**config.mk**
```make
export PLATFORM = sky130hd
export DESIGN_NAME = int_to_float_converter
export DESIGN_NICKNAME = d
export VERILOG_FILES = /design/src/rtl/float_struct_pkg.sv /design/src/rtl/int_to_float_converter_lzc.sv /design/src/rtl/int_to_float_converter.sv
export SDC_FILE = /design/constraint.sdc
export NUM_CORES = 1
export LEC_CHECK = 0
export ABC_AREA = 1
export CAP_MARGIN = 20
export CORE_ASPECT_RATIO = 0.7
export CORE_UTILIZATION = 38
export DETAILED_ROUTE_END_ITERATION = 10
export GPL_ROUTABILITY_DRIVEN = 0
export GPL_TIMING_DRIVEN = 1
export PLACE_DENSITY_LB_ADDON = 0.15
export SYNTH_ARGS = -nofsm -noshare
export SYNTH_HDL_FRONTEND = slang
export SYNTH_SLANG_ARGS = --single-unit
```
**constraint.sdc**
```tcl
create_clock -name clk -period 4.5 [get_ports clk]
set_clock_uncertainty 0.1 [all_clocks]
set_input_delay 0.675 -clock clk [delete_from_list [all_inputs] [get_ports clk]]
set_output_delay 0.675 -clock clk [all_outputs]
set_load 0.01 [all_outputs]
```
**src/rtl/float_struct_pkg.sv**
```systemverilog
// Shared float encoding and status codes for the FPU float datapath.
package float_struct;

  localparam int unsigned FP32_BIAS = 127;
  localparam int unsigned INT_W     = 32;
  localparam int unsigned EXP_W     = 8;
  localparam int unsigned MANT_W    = 23;
  localparam int unsigned LZC_W     = 5;

  typedef struct packed {
    logic              sign;
    logic [EXP_W-1:0]  exp;
    logic [MANT_W-1:0] mant;
  } float_point_num;

  typedef enum logic [1:0] {
    OK  = 2'b00,
    NAN = 2'b01,
    INF = 2'b10,
    NUL = 2'b11
  } states;

endpackage

```
**src/rtl/int_to_float_converter_lzc.sv**
```systemverilog
// Combinational 32-bit leading-zero counter with all-zero flag.
module leading_zero_counter32
  import float_struct::*;
(
  input  logic [INT_W-1:0] value,
  output logic [LZC_W-1:0] count,
  output logic             zero
);

  // Priority search from the MSB; count is don't-care when value is zero.
  always_comb begin
    logic found;
    count = '0;
    found = 1'b0;
    for (int i = INT_W - 1; i >= 0; i--) begin
      if (!found && value[i]) begin
        count = LZC_W'(INT_W - 1 - i);
        found = 1'b1;
      end
    end
  end

  assign zero = ~|value;

endmodule

```
**src/rtl/int_to_float_converter.sv**
```systemverilog
// Pipelined int32/uint32 to IEEE-754 single converter, round-to-nearest-even.
module int_to_float_converter
  import float_struct::*;
(
  input  logic        clk,
  input  logic        rst,
  input  logic [31:0] a,
  input  logic        is_signed,
  input  logic        arg_vld,
  output logic [31:0] result,
  output logic [1:0]  state,
  output logic        res_vld
);

  // Input capture
  logic             in_vld;
  logic [INT_W-1:0] in_a;
  logic             in_signed;

  // Decode stage
  logic             dec_sign_c;
  logic [INT_W-1:0] dec_mag_c;
  logic             dec_zero_c;
  logic             dec_vld;
  logic             dec_sign;
  logic [INT_W-1:0] dec_mag;
  logic             dec_zero;

  // Normalize stage
  logic [LZC_W-1:0] lzc_count;
  logic             lzc_zero;
  logic             nrm_vld;
  logic             nrm_sign;
  logic             nrm_zero;
  logic [INT_W-1:0] nrm_norm;
  logic [EXP_W-1:0] nrm_exp;

  // Round/pack
  logic [MANT_W-1:0] rnd_mant_c;
  logic              rnd_guard_c;
  logic              rnd_sticky_c;
  logic              rnd_up_c;
  logic [MANT_W:0]   rnd_sum_c;
  logic [EXP_W-1:0]  rnd_exp_c;
  float_point_num    pack_c;

  // Register the operand so the decode logic sees a stable, reset-qualified input.
  always_ff @(posedge clk) begin
    if (!rst) begin
      in_vld    <= 1'b0;
      in_a      <= '0;
      in_signed <= 1'b0;
    end else begin
      in_vld    <= arg_vld;
      in_a      <= a;
      in_signed <= is_signed;
    end
  end

  // Sign/magnitude split; -2^31 negates to 0x8000_0000 which is the correct magnitude.
  always_comb begin
    dec_sign_c = in_signed & in_a[INT_W-1];
    dec_mag_c  = dec_sign_c ? INT_W'(-in_a) : in_a;
    dec_zero_c = (in_a == '0);
  end

  // Decode stage register.
  always_ff @(posedge clk) begin
    if (!rst) begin
      dec_vld  <= 1'b0;
      dec_sign <= 1'b0;
      dec_mag  <= '0;
      dec_zero <= 1'b0;
    end else begin
      dec_vld  <= in_vld;
      dec_sign <= dec_sign_c;
      dec_mag  <= dec_mag_c;
      dec_zero <= dec_zero_c;
    end
  end

  leading_zero_counter32 u_lzc (
    .value (dec_mag),
    .count (lzc_count),
    .zero  (lzc_zero)
  );

  // Normalize so the leading one lands in bit 31; exponent 158 - lzc.
  always_ff @(posedge clk) begin
    if (!rst) begin
      nrm_vld  <= 1'b0;
      nrm_sign <= 1'b0;
      nrm_zero <= 1'b0;
      nrm_norm <= '0;
      nrm_exp  <= '0;
    end else begin
      nrm_vld  <= dec_vld;
      nrm_sign <= dec_sign;
      nrm_zero <= dec_zero | lzc_zero;
      nrm_norm <= dec_mag << lzc_count;
      nrm_exp  <= EXP_W'(FP32_BIAS + INT_W - 1 - 32'(lzc_count));
    end
  end

  // Round-to-nearest-even on the 8 dropped bits; mantissa overflow bumps the exponent.
  always_comb begin
    rnd_mant_c   = nrm_norm[30:8];
    rnd_guard_c  = nrm_norm[7];
    rnd_sticky_c = |nrm_norm[6:0];
    rnd_up_c     = rnd_guard_c & (rnd_sticky_c | rnd_mant_c[0]);
    rnd_sum_c    = (MANT_W+1)'(rnd_mant_c) + (MANT_W+1)'(rnd_up_c);
    rnd_exp_c    = nrm_exp + EXP_W'(rnd_sum_c[MANT_W]);
    pack_c.sign  = nrm_sign;
    pack_c.exp   = rnd_exp_c;
    pack_c.mant  = rnd_sum_c[MANT_W-1:0];
  end

  // Output register; zero always packs as +0 with NUL status.
  always_ff @(posedge clk) begin
    if (!rst) begin
      res_vld <= 1'b0;
      result  <= '0;
      state   <= OK;
    end else begin
      res_vld <= nrm_vld;
      if (nrm_zero) begin
        result <= '0;
        state  <= NUL;
      end else begin
        result <= pack_c;
        state  <= OK;
      end
    end
  end

endmodule

```
# Word-level counts from Yosys, hierarchy flattened
# Index checks and enable logic that the tools add are counted.
totals:
  regBits: 146
  inputBits: 36
classes:
  bitwise: 5
  shifts: 1
  mux: 64
  reduce_logical: 67
  addsub: 4
op_table:
  columns: ["op", "n"]
  rows:
  - ["2-to-1 mux 5 bit", 16]
  - ["zero test 1 bit", 32]
  - ["zero test 32 bit", 1]
  - ["2-to-1 mux 1 bit", 32]
  - ["2-to-1 mux 32 bit", 1]
  - ["2-to-1 mux 4 bit", 8]
  - ["negation 32 bit", 1]
  - ["OR reduction 32 bit", 1]
  - ["<< shifter 32 x 5 -> 31 bit", 1]
  - ["logical AND 1 bit", 31]
  - ["adder 23 x 1 -> 24 bit", 1]
  - ["2-to-1 mux 3 bit", 4]
  - ["adder 8 x 1 -> 8 bit", 1]
  - ["subtractor 8 x 5 -> 8 bit (first input constant)", 1]
  - ["OR reduction 7 bit", 1]
  - ["2-to-1 mux 2 bit", 3]
  - ["AND 1 bit", 2]
  - ["OR 1 bit", 2]
  - ["OR reduction 2 bit", 1]
  - ["NOT 1 bit", 1]

# Logic depth before layout (Yosys ltp)
# Gate-level depths: netlist (run 1).
logic_depth:
  ltp_word: 95
  ltp_mapped: 23

# Hierarchy
# Synthesis (run 1) repeated with hierarchy kept, for this count alone.
hier_totals:
  hier_cells: 1116
  hier_area_um2: 7437.1
modules_own_cells:
  columns: ["mod", "instances", "seq_area_each_um2", "area_each_um2", "cells_each"]
  rows:
  - ["int_to_float_converter", 1, 2902.8, 6830.3, 1007]
  - ["leading_zero_counter32", 1, 0.0, 606.8, 109]

# Least setup slack after synthesis (run 1)
# No wires, ideal clock.
synth_timing:
  path_type: "reg-to-reg"
  from: "register nrm_norm[8]"
  to: "register result[30]"
  path_buffers: 0
  setup_time_ns: 0.128
  setup_slack_ns: 1.652
  t_required_ns: 4.272
  t_arrival_ns: 2.621
  stages_incl_launch_ff: 24
  path_cell_list: "dfxtp_1 nand2_1 inv_1 nand3_1 nor2_1 nand3_1 nor2_1 nand3_1 nor3_2 nand2_1 nor2_1 nand2_1 nor2_1 nand2_1 clkinv_1 nand2_1 nor3_1 ha_1 nand3_1 nor3_1 inv_1 nor3_1 xnor2_1 nor2_1"
synth_between:
  elab_chain_len: 4
synth_rtl:
  columns: ["element", "line", "source"]
  rows:
  - ["from (decl)", "int_to_float_converter.sv:35", "logic [INT_W-1:0] nrm_norm;"]
  - ["from (signal assigned)", "int_to_float_converter.sv:100", "nrm_norm <= dec_mag << lzc_count;"]
  - ["OR 1 bit", "int_to_float_converter.sv:110", "rnd_up_c = rnd_guard_c & (rnd_sticky_c | rnd_mant_c[0]);"]
  - ["AND 1 bit", "int_to_float_converter.sv:110", null]
  - ["adder 23 x 1 -> 24 bit *", "int_to_float_converter.sv:111", "rnd_sum_c = (MANT_W+1)'(rnd_mant_c) + (MANT_W+1)'(rnd_up_c);"]
  - ["adder 8 x 1 -> 8 bit *", "int_to_float_converter.sv:112", "rnd_exp_c = nrm_exp + EXP_W'(rnd_sum_c[MANT_W]);"]
  - ["to (signal assigned)", "int_to_float_converter.sv:130", "result <= pack_c;"]
  - ["to (decl)", "int_to_float_converter.sv:10", "output logic [31:0] result,"]
# Every way passes the cells marked *; elsewhere a longest branch is shown, timed or not.
# A chain may end at the register's enable or synchronous reset.

# Final worst setup path (run 1)
layout_timing:
  from: "register nrm_norm[8]"
  to: "register result[29]"
# The elaborated chain is that of the path after synthesis.

==> results of run 1 <==
==> area by class of cell <==
class                           instances  area (um2)  area share, %
Multi-Input combinational cell        717        3600           41.5
Sequential cell                       145        2900           33.5
Timing Repair Buffer                   78         756           8.72
Inverter                              137         514           5.93
Clock buffer                           19         443           5.11
Tap cell                              236         295           3.41
Clock inverter                         12         159           1.83
==> layer usage <==
layer / up-vias / share of wire [%] / global-route usage [%]
met5: - / 0 / 0
met4: 0 / 1.1 / 5.68
met3: 16 / 5.8 / 4.88
met2: 185 / 39 / 27.3
met1: 3094 / 54 / 29.7
li1: 3547 / - / -
==> per-stage QoR <==
stage               area (um2)  hold slack, ns  cells  setup slack (ns)  utilization [%]
finish                    8670           0.311   1344              1.20             47.2
global route              8670           0.341   1344             0.680             47.2
CTS                       8670           0.313   1344              1.19             47.2
detailed placement        8070           0.301   1313              1.20             43.9
global placement          8070           0.293   1313              1.30             43.9
floorplan                 7280           0.290   1045              1.65                -
==> state kept, by name (all words and copies together) (netlist names), 8 cells and up <==
name and flops:
nrm_exp 8, result 32, dec_mag 32, nrm_norm 31, in_a 32
==> cells by family (layout without fill, tap and decap cells) <==
group / count (synthesis) / after routing / synth area share, %
xor+xnor: 2 / 2 / 0.241
compound gates: 120 / 120 / 8.87
flops: 145 / 145 / 39.9
fa+ha+maj: 5 / 5 / 0.860
simple gates: 590 / 590 / 39.5
buf+inv: 183 / 246 / 10.6
==> path summary, 6_finish.rpt <==
check	startpoint	endpoint	slack [ns]	cells past startpoint
worst max register to register	nrm_norm[8]	result[29]	1.20	23
worst max-delay path	nrm_norm[8]	result[29]	1.20	23
worst min register to register	nrm_sign	result[31]	0.31	2
worst min-delay path	nrm_sign	result[31]	0.31	2
==> critical path, stage by stage (launching register included) <==
cell,delay (ns)
dfxtp_1,0.32
nand2_1,0.05
inv_1,0.08
nand3_1,0.11
nor2_1,0.17
nand3_1,0.13
nor2_1,0.11
nand3_1,0.12
nor3_2,0.19
nand2_1,0.07
nor2_1,0.18
nand2_1,0.12
nor2_1,0.13
nand2_1,0.07
clkinv_1,0.06
nand2_1,0.08
nor3_1,0.16
ha_1,0.19
ha_1,0.16
nand2_1,0.07
nor2_1,0.13
inv_1,0.08
nor4_1,0.20
nor3_1,0.08
==> power by group through the flow <==
stage               sequential (mW)  combinational [mW]  clock [mW]
global placement               1.54               0.936           0
CTS                            1.51               0.939        1.48
global route                   1.53                1.07        1.54
floorplan                      1.53               0.681           0
finish                         1.51               0.953        1.44
detailed placement             1.54               0.934           0
==> layout by cell type (no fill, tap or decap), drive strengths merged, types with 4 or more instances in the layout <==
| cell type | Yosys | layout |
|---|---|---|
| a21oi | 59 | 59 |
| and3 | 7 | 7 |
| buf | 29 | 9 |
| clkbuf | 17 | 19 |
| clkdlybuf4s50 | 0 | 69 |
| clkinv | 1 | 6 |
| dfxtp | 145 | 145 |
| ha | 5 | 5 |
| inv | 136 | 138 |
| nand2 | 192 | 192 |
| nand3 | 215 | 215 |
| nand4 | 21 | 21 |
| nor2 | 99 | 99 |
| nor3 | 42 | 42 |
| nor4 | 8 | 8 |
| o21a | 4 | 4 |
| o21ai | 47 | 47 |
==> impl_summary.log, run 1 <==
[metrics] maximum operating frequency: 303 MHz
[metrics] signed area change from the synthesized netlist to the final layout: 19.1%
[metrics] die height: 118 um
[metrics] fraction of post-synthesis cell area in the top cell type by area: 39.9%
[metrics] average via count per standard cell: 5.09
[metrics] kind of critical path: register to register
[metrics] Clk pin slew, worst setup/hold paths: 0.06 ns
[metrics] worst endpoint required time: 4.69 ns
[metrics] ratio of final minimum period to clock period: 73.3%
[metrics] maximum number of pins on one net before global-route repair: 65
[metrics] via count of the routed design: 6842
[metrics] shortest period the worst path allows: 3.30 ns
[metrics] drt wl/cell: 13.6 um
[metrics] core outline area: 0.0184 mm2
[metrics] Total Routed Length: 18300 um
[metrics] initial detailed-routing violation count: 573
[metrics] initial antenna violation count: 0
[metrics] post-CTS setup buffers: 0
[metrics] sequential group share of total power: 38.7%
[metrics] arrival time of the worst setup path: 3.49 ns
[metrics] Crit Path Max Fanout: 3
[metrics] wire length of the first global-routing pass: 31200 um
[metrics] mean instance size in the synthesized netlist: 6.96 um2
[metrics] layout cell share with drive strength beyond 1: 7.94%
[metrics] Static Leakage: 3.87 nW
[metrics] DRC violation count after routing: 0
[metrics] top cell type by total area after synthesis: dfxtp_1
[metrics] first drt pass iteration count: 5
[metrics] total power density per cell area: 450 mW/mm2
[metrics] I/O pin total: 71
[metrics] Final Hold Vio Count: 0
[metrics] combinational share of power: 24.4%
[metrics] CTS Hold Bufs: 0
[metrics] final number of setup-violating endpoints: 0
[metrics] initial standard-cell utilization of the core: 39.6%
[metrics] net switching share of the total power: 32.3%
[metrics] clock share of power: 36.9%
[metrics] cell types occupying the most area after synthesis: dfxtp_1 (40%), nand3_1 (14%), nand2_1 (9.7%), inv_1 (6.7%), nor2_1 (4.5%)
[metrics] distinct cell type count of the synthesized netlist: 43
[metrics] VDD IR-drop max: 206 uV
[metrics] Antenna diodes: 0
[metrics] TNS Setup: 0 ns
[metrics] most numerous cell in the Yosys netlist: nand3_1
[metrics] async set-or-reset flop fraction in the synthesized netlist: 0%
[metrics] total routing usage reported by global routing: 19.8%
[metrics] startpoint class of the critical path: register
[metrics] sequential fraction of the synthesis area: 39.9%
[metrics] top cell types by occurrence after synthesis: nand3_1 (204), nand2_1 (188), dfxtp_1 (145), inv_1 (129), nor2_1 (88)
[metrics] count of clock tree sinks: 145
[metrics] path class of the lowest-slack min-delay path: register to register
[metrics] CTS tree: built
[metrics] cell count after synthesis: 1045
[metrics] Internal Power: 2.64 mW
[metrics] Max Buffers Root-to-Sink: 2
[metrics] # H-tree levels: 4
[metrics] switching power total: 1.26 mW
[metrics] count of standard-cell rows: 41
[metrics] PostCTS Resize Cnt: 0
[metrics] Net count, final: 1137
[metrics] insertion delay of the later-clocked pin in the worst-skew pair: 0.43 ns
[metrics] Overall Power: 3.90 mW
[metrics] max-cap violations: 0
[metrics] grt ovf: 0
[metrics] net count after synthesis: 1086
[metrics] flops & latches, synth: 145
[metrics] Netlist Area Pre-Place: 0.00728 mm2
[metrics] Die Wd: 167 um
[metrics] Final HPWL DP: 13400 um
[metrics] Buffers on Ports: 70
[metrics] Yosys warning total: 0
[metrics] Max Slew Vio Count: 0
[metrics] floorplan die area: 0.0197 mm2
[metrics] transition time of the tightest slew-check pin: 0.990 ns
[metrics] kind of capture point of the worst setup path: register
[metrics] filler instances: 1891
[metrics] status: finished clean
[metrics] max_slew headroom: 34.0%
[metrics] number of enable-type register cells in the synthesized netlist: 0
[metrics] RSZ-0062 raised after global routing: no
[metrics] Clk Tree Root Cell: clkbuf_16
[metrics] vias in the first global route: 6344
[metrics] cts bufs inserted: 17
[metrics] number of antenna-violating nets in the routed design: 0
[metrics] most used flip-flop cell after synthesis: dfxtp_1
(Power assumes the default switching activity.)
==> run 2: changes to the inputs <==
- clock period: 4.5 -> 2.7 ns (I/O delays scaled with it)
==> impl_summary.log, run 2 (synthesized netlist as in run 1, its figures left out) <==
[metrics] status: finished with violations
[metrics] failing checks: setup timing
[metrics] delay of the slowest cell on the worst path: 0.33 ns
[metrics] number of antenna-violating nets in the routed design: 0
[metrics] # H-tree levels: 4
[metrics] Max Slew Vio Count: 0
[metrics] Overall Power: 7.37 mW
[metrics] max-cap violations: 0
[metrics] net switching share of the total power: 34.6%
[metrics] die height: 118 um
[metrics] average via count per standard cell: 5.18
[metrics] Total Routed Length: 21800 um
[metrics] total power density per cell area: 679 mW/mm2
[metrics] count of clock tree sinks: 145
[metrics] Clk pin slew, worst setup/hold paths: 0.06 ns
[metrics] floorplan die area: 0.0197 mm2
[metrics] TNS Setup: -0.867 ns
[metrics] total routing usage reported by global routing: 20.4%
[metrics] registers with the most flip-flops: dec_mag (32), in_a (32), result (32)
[metrics] VDD IR-drop max: 346 uV
[metrics] Clk Tree Root Cell: clkbuf_16
[metrics] worst endpoint required time: 2.90 ns
[metrics] max_slew headroom: 58.7%
[metrics] I/O pin total: 71
[metrics] final number of setup-violating endpoints: 8
[metrics] area of all placed cells without fillers: 0.0109 mm2
[metrics] worst setup slack for register-to-register paths: -0.23 ns
[metrics] cell-by-cell listing of the critical path: nand2_2 -> inv_2 -> nand3_4 -> nor2_4 -> nand3_2 -> nor2_1 -> nand3_1 -> nor3_2 -> nand2_1 -> nor2_2 -> nand2_1 -> nor2_2 -> nand2_1 -> clkinv_2 -> nand2_2 -> nor3_2 -> ha_2 -> buf_6 -> ha_4 -> nand2_4 -> nor2_4 -> inv_2 -> nor4_4 -> nor3_2
[metrics] Antenna diodes: 0
[metrics] most frequent cells in the layout: nand2_1 (159), dfxtp_1 (141), inv_1 (121)
[metrics] clock share of power: 32.0%
[metrics] Internal Power: 4.82 mW
[metrics] final setup slack of the worst path: -0.225 ns
[metrics] Buffers on Ports: 70
[metrics] Static Leakage: 4.88 nW
[metrics] count of standard-cell rows: 41
[metrics] commonest non-fill, non-tap cell in the layout: nand2_1
[metrics] register cell area after layout: 0.00291 mm2
[metrics] number of buffers and inverters on the critical path: 4
[metrics] Die Wd: 167 um
[metrics] shortest period the worst path allows: 2.93 ns
[metrics] via count of the routed design: 7639
[metrics] initial standard-cell utilization of the core: 39.6%
[metrics] insertion delay of the later-clocked pin in the worst-skew pair: 0.43 ns
[metrics] area used by multi-input combinational logic: 0.00457 mm2
[metrics] kind of capture point of the worst setup path: register
[metrics] initial detailed-routing violation count: 676
[metrics] cell family with the largest share of critical-path delay: simple AND/OR/NAND/NOR gates
[metrics] signed area change from the synthesized netlist to the final layout: 49.1%
[metrics] arrival time of the worst setup path: 3.12 ns
[metrics] Final HPWL DP: 14000 um
[metrics] first drt pass iteration count: 5
[metrics] core outline area: 0.0184 mm2
[metrics] transition time of the tightest slew-check pin: 0.618 ns
[metrics] CTS tree: built
[metrics] combinational share of power: 33.8%
[metrics] startpoint class of the critical path: register
[metrics] Post-Place Cell Area: 0.00864 mm2
[metrics] filler instances: 1608
[metrics] Max Buffers Root-to-Sink: 2
[metrics] vias in the first global route: 6838
[metrics] CTS Hold Bufs: 0
[metrics] cts bufs inserted: 17
[metrics] kind of critical path: register to register
[metrics] switching power total: 2.55 mW
[metrics] initial antenna violation count: 0
[metrics] Crit Path Max Fanout: 3
[metrics] Net count, final: 1268
[metrics] path class of the lowest-slack min-delay path: register to register
[metrics] maximum number of pins on one net before global-route repair: 64
[metrics] sequential group share of total power: 34.2%
[metrics] RSZ-0062 raised after global routing: yes
[metrics] DRC violation count after routing: 0
[metrics] grt ovf: 0
[metrics] slowest cell on the critical path: dfxtp_2
[metrics] ratio of final minimum period to clock period: 108%
[metrics] drt wl/cell: 14.8 um
[metrics] wire length of the first global-routing pass: 32600 um
[metrics] layout cell share with drive strength beyond 1: 31.7%
[metrics] maximum operating frequency: 342 MHz
[metrics] Final Hold Vio Count: 0
run 2: power groups by stage:
stage / sequential [mW] / combinational, mW / clock, mW
after floorplan: 2.55 / 1.14 / 0
after global placement: 2.55 / 1.73 / 0
after detailed placement: 2.55 / 1.73 / 0
after CTS: 2.51 / 1.75 / 2.40
after global routing: 2.55 / 2.69 / 2.50
final: 2.52 / 2.49 / 2.36
run 2: per-stage QoR:
| stage | util (%) | cells | hold slack [ns] | setup slack [ns] |
|---|---|---|---|---|
| finish | 59.1 | 1476 | 0.316 | -0.225 |
| global route | 59.1 | 1476 | 0.330 | -0.517 |
| CTS | 51.6 | 1443 | 0.317 | -0.191 |
| detailed placement | 47.0 | 1384 | 0.298 | -0.231 |
| global placement | 47.0 | 1384 | 0.297 | -0.182 |
| floorplan | - | 1045 | 0.290 | -0.0552 |
run 2: layout make-up:
class                           instances  share of cell area [%]
Sequential cell                       145                    26.8
Clock buffer                           18                    4.05
Multi-Input combinational cell        719                    42.1
Clock inverter                         14                    1.43
Tap cell                              236                    2.72
Inverter                              137                    4.95
Timing Repair Buffer                  207                    17.9
run 2: path summary, 6_finish.rpt:
kind / from / to / depth (start not counted)
setup / recovery: nrm_norm[8] / result[29] / 24
hold / removal: nrm_sign / result[31] / 2
setup reg to reg: nrm_norm[8] / result[29] / 24
hold reg to reg: nrm_sign / result[31] / 2
run 2: tightest hold or removal path, stage by stage (launching register included):
cell	delay (ns)
dfxtp_1	0.30
inv_1	0.04
nor2_1	0.03
run 2: per-layer routing:
| layer | track usage [%] | part of all wire, % | vias to the layer above |
|---|---|---|---|
| met5 | 0 | 0 | - |
| met2 | 29.2 | 43 | 218 |
| met3 | 4.67 | 6.3 | 29 |
| met4 | 7.17 | 1.6 | 0 |
| li1 | - | - | 3828 |
| met1 | 29.7 | 49 | 3564 |
run 2: what timing repair did:
item,in CTS,in global routing
setup buffers,27,36
cloned,0,6
endpoints found under the setup margin,5,52
resized for setup,13,236
pin swaps,2,66
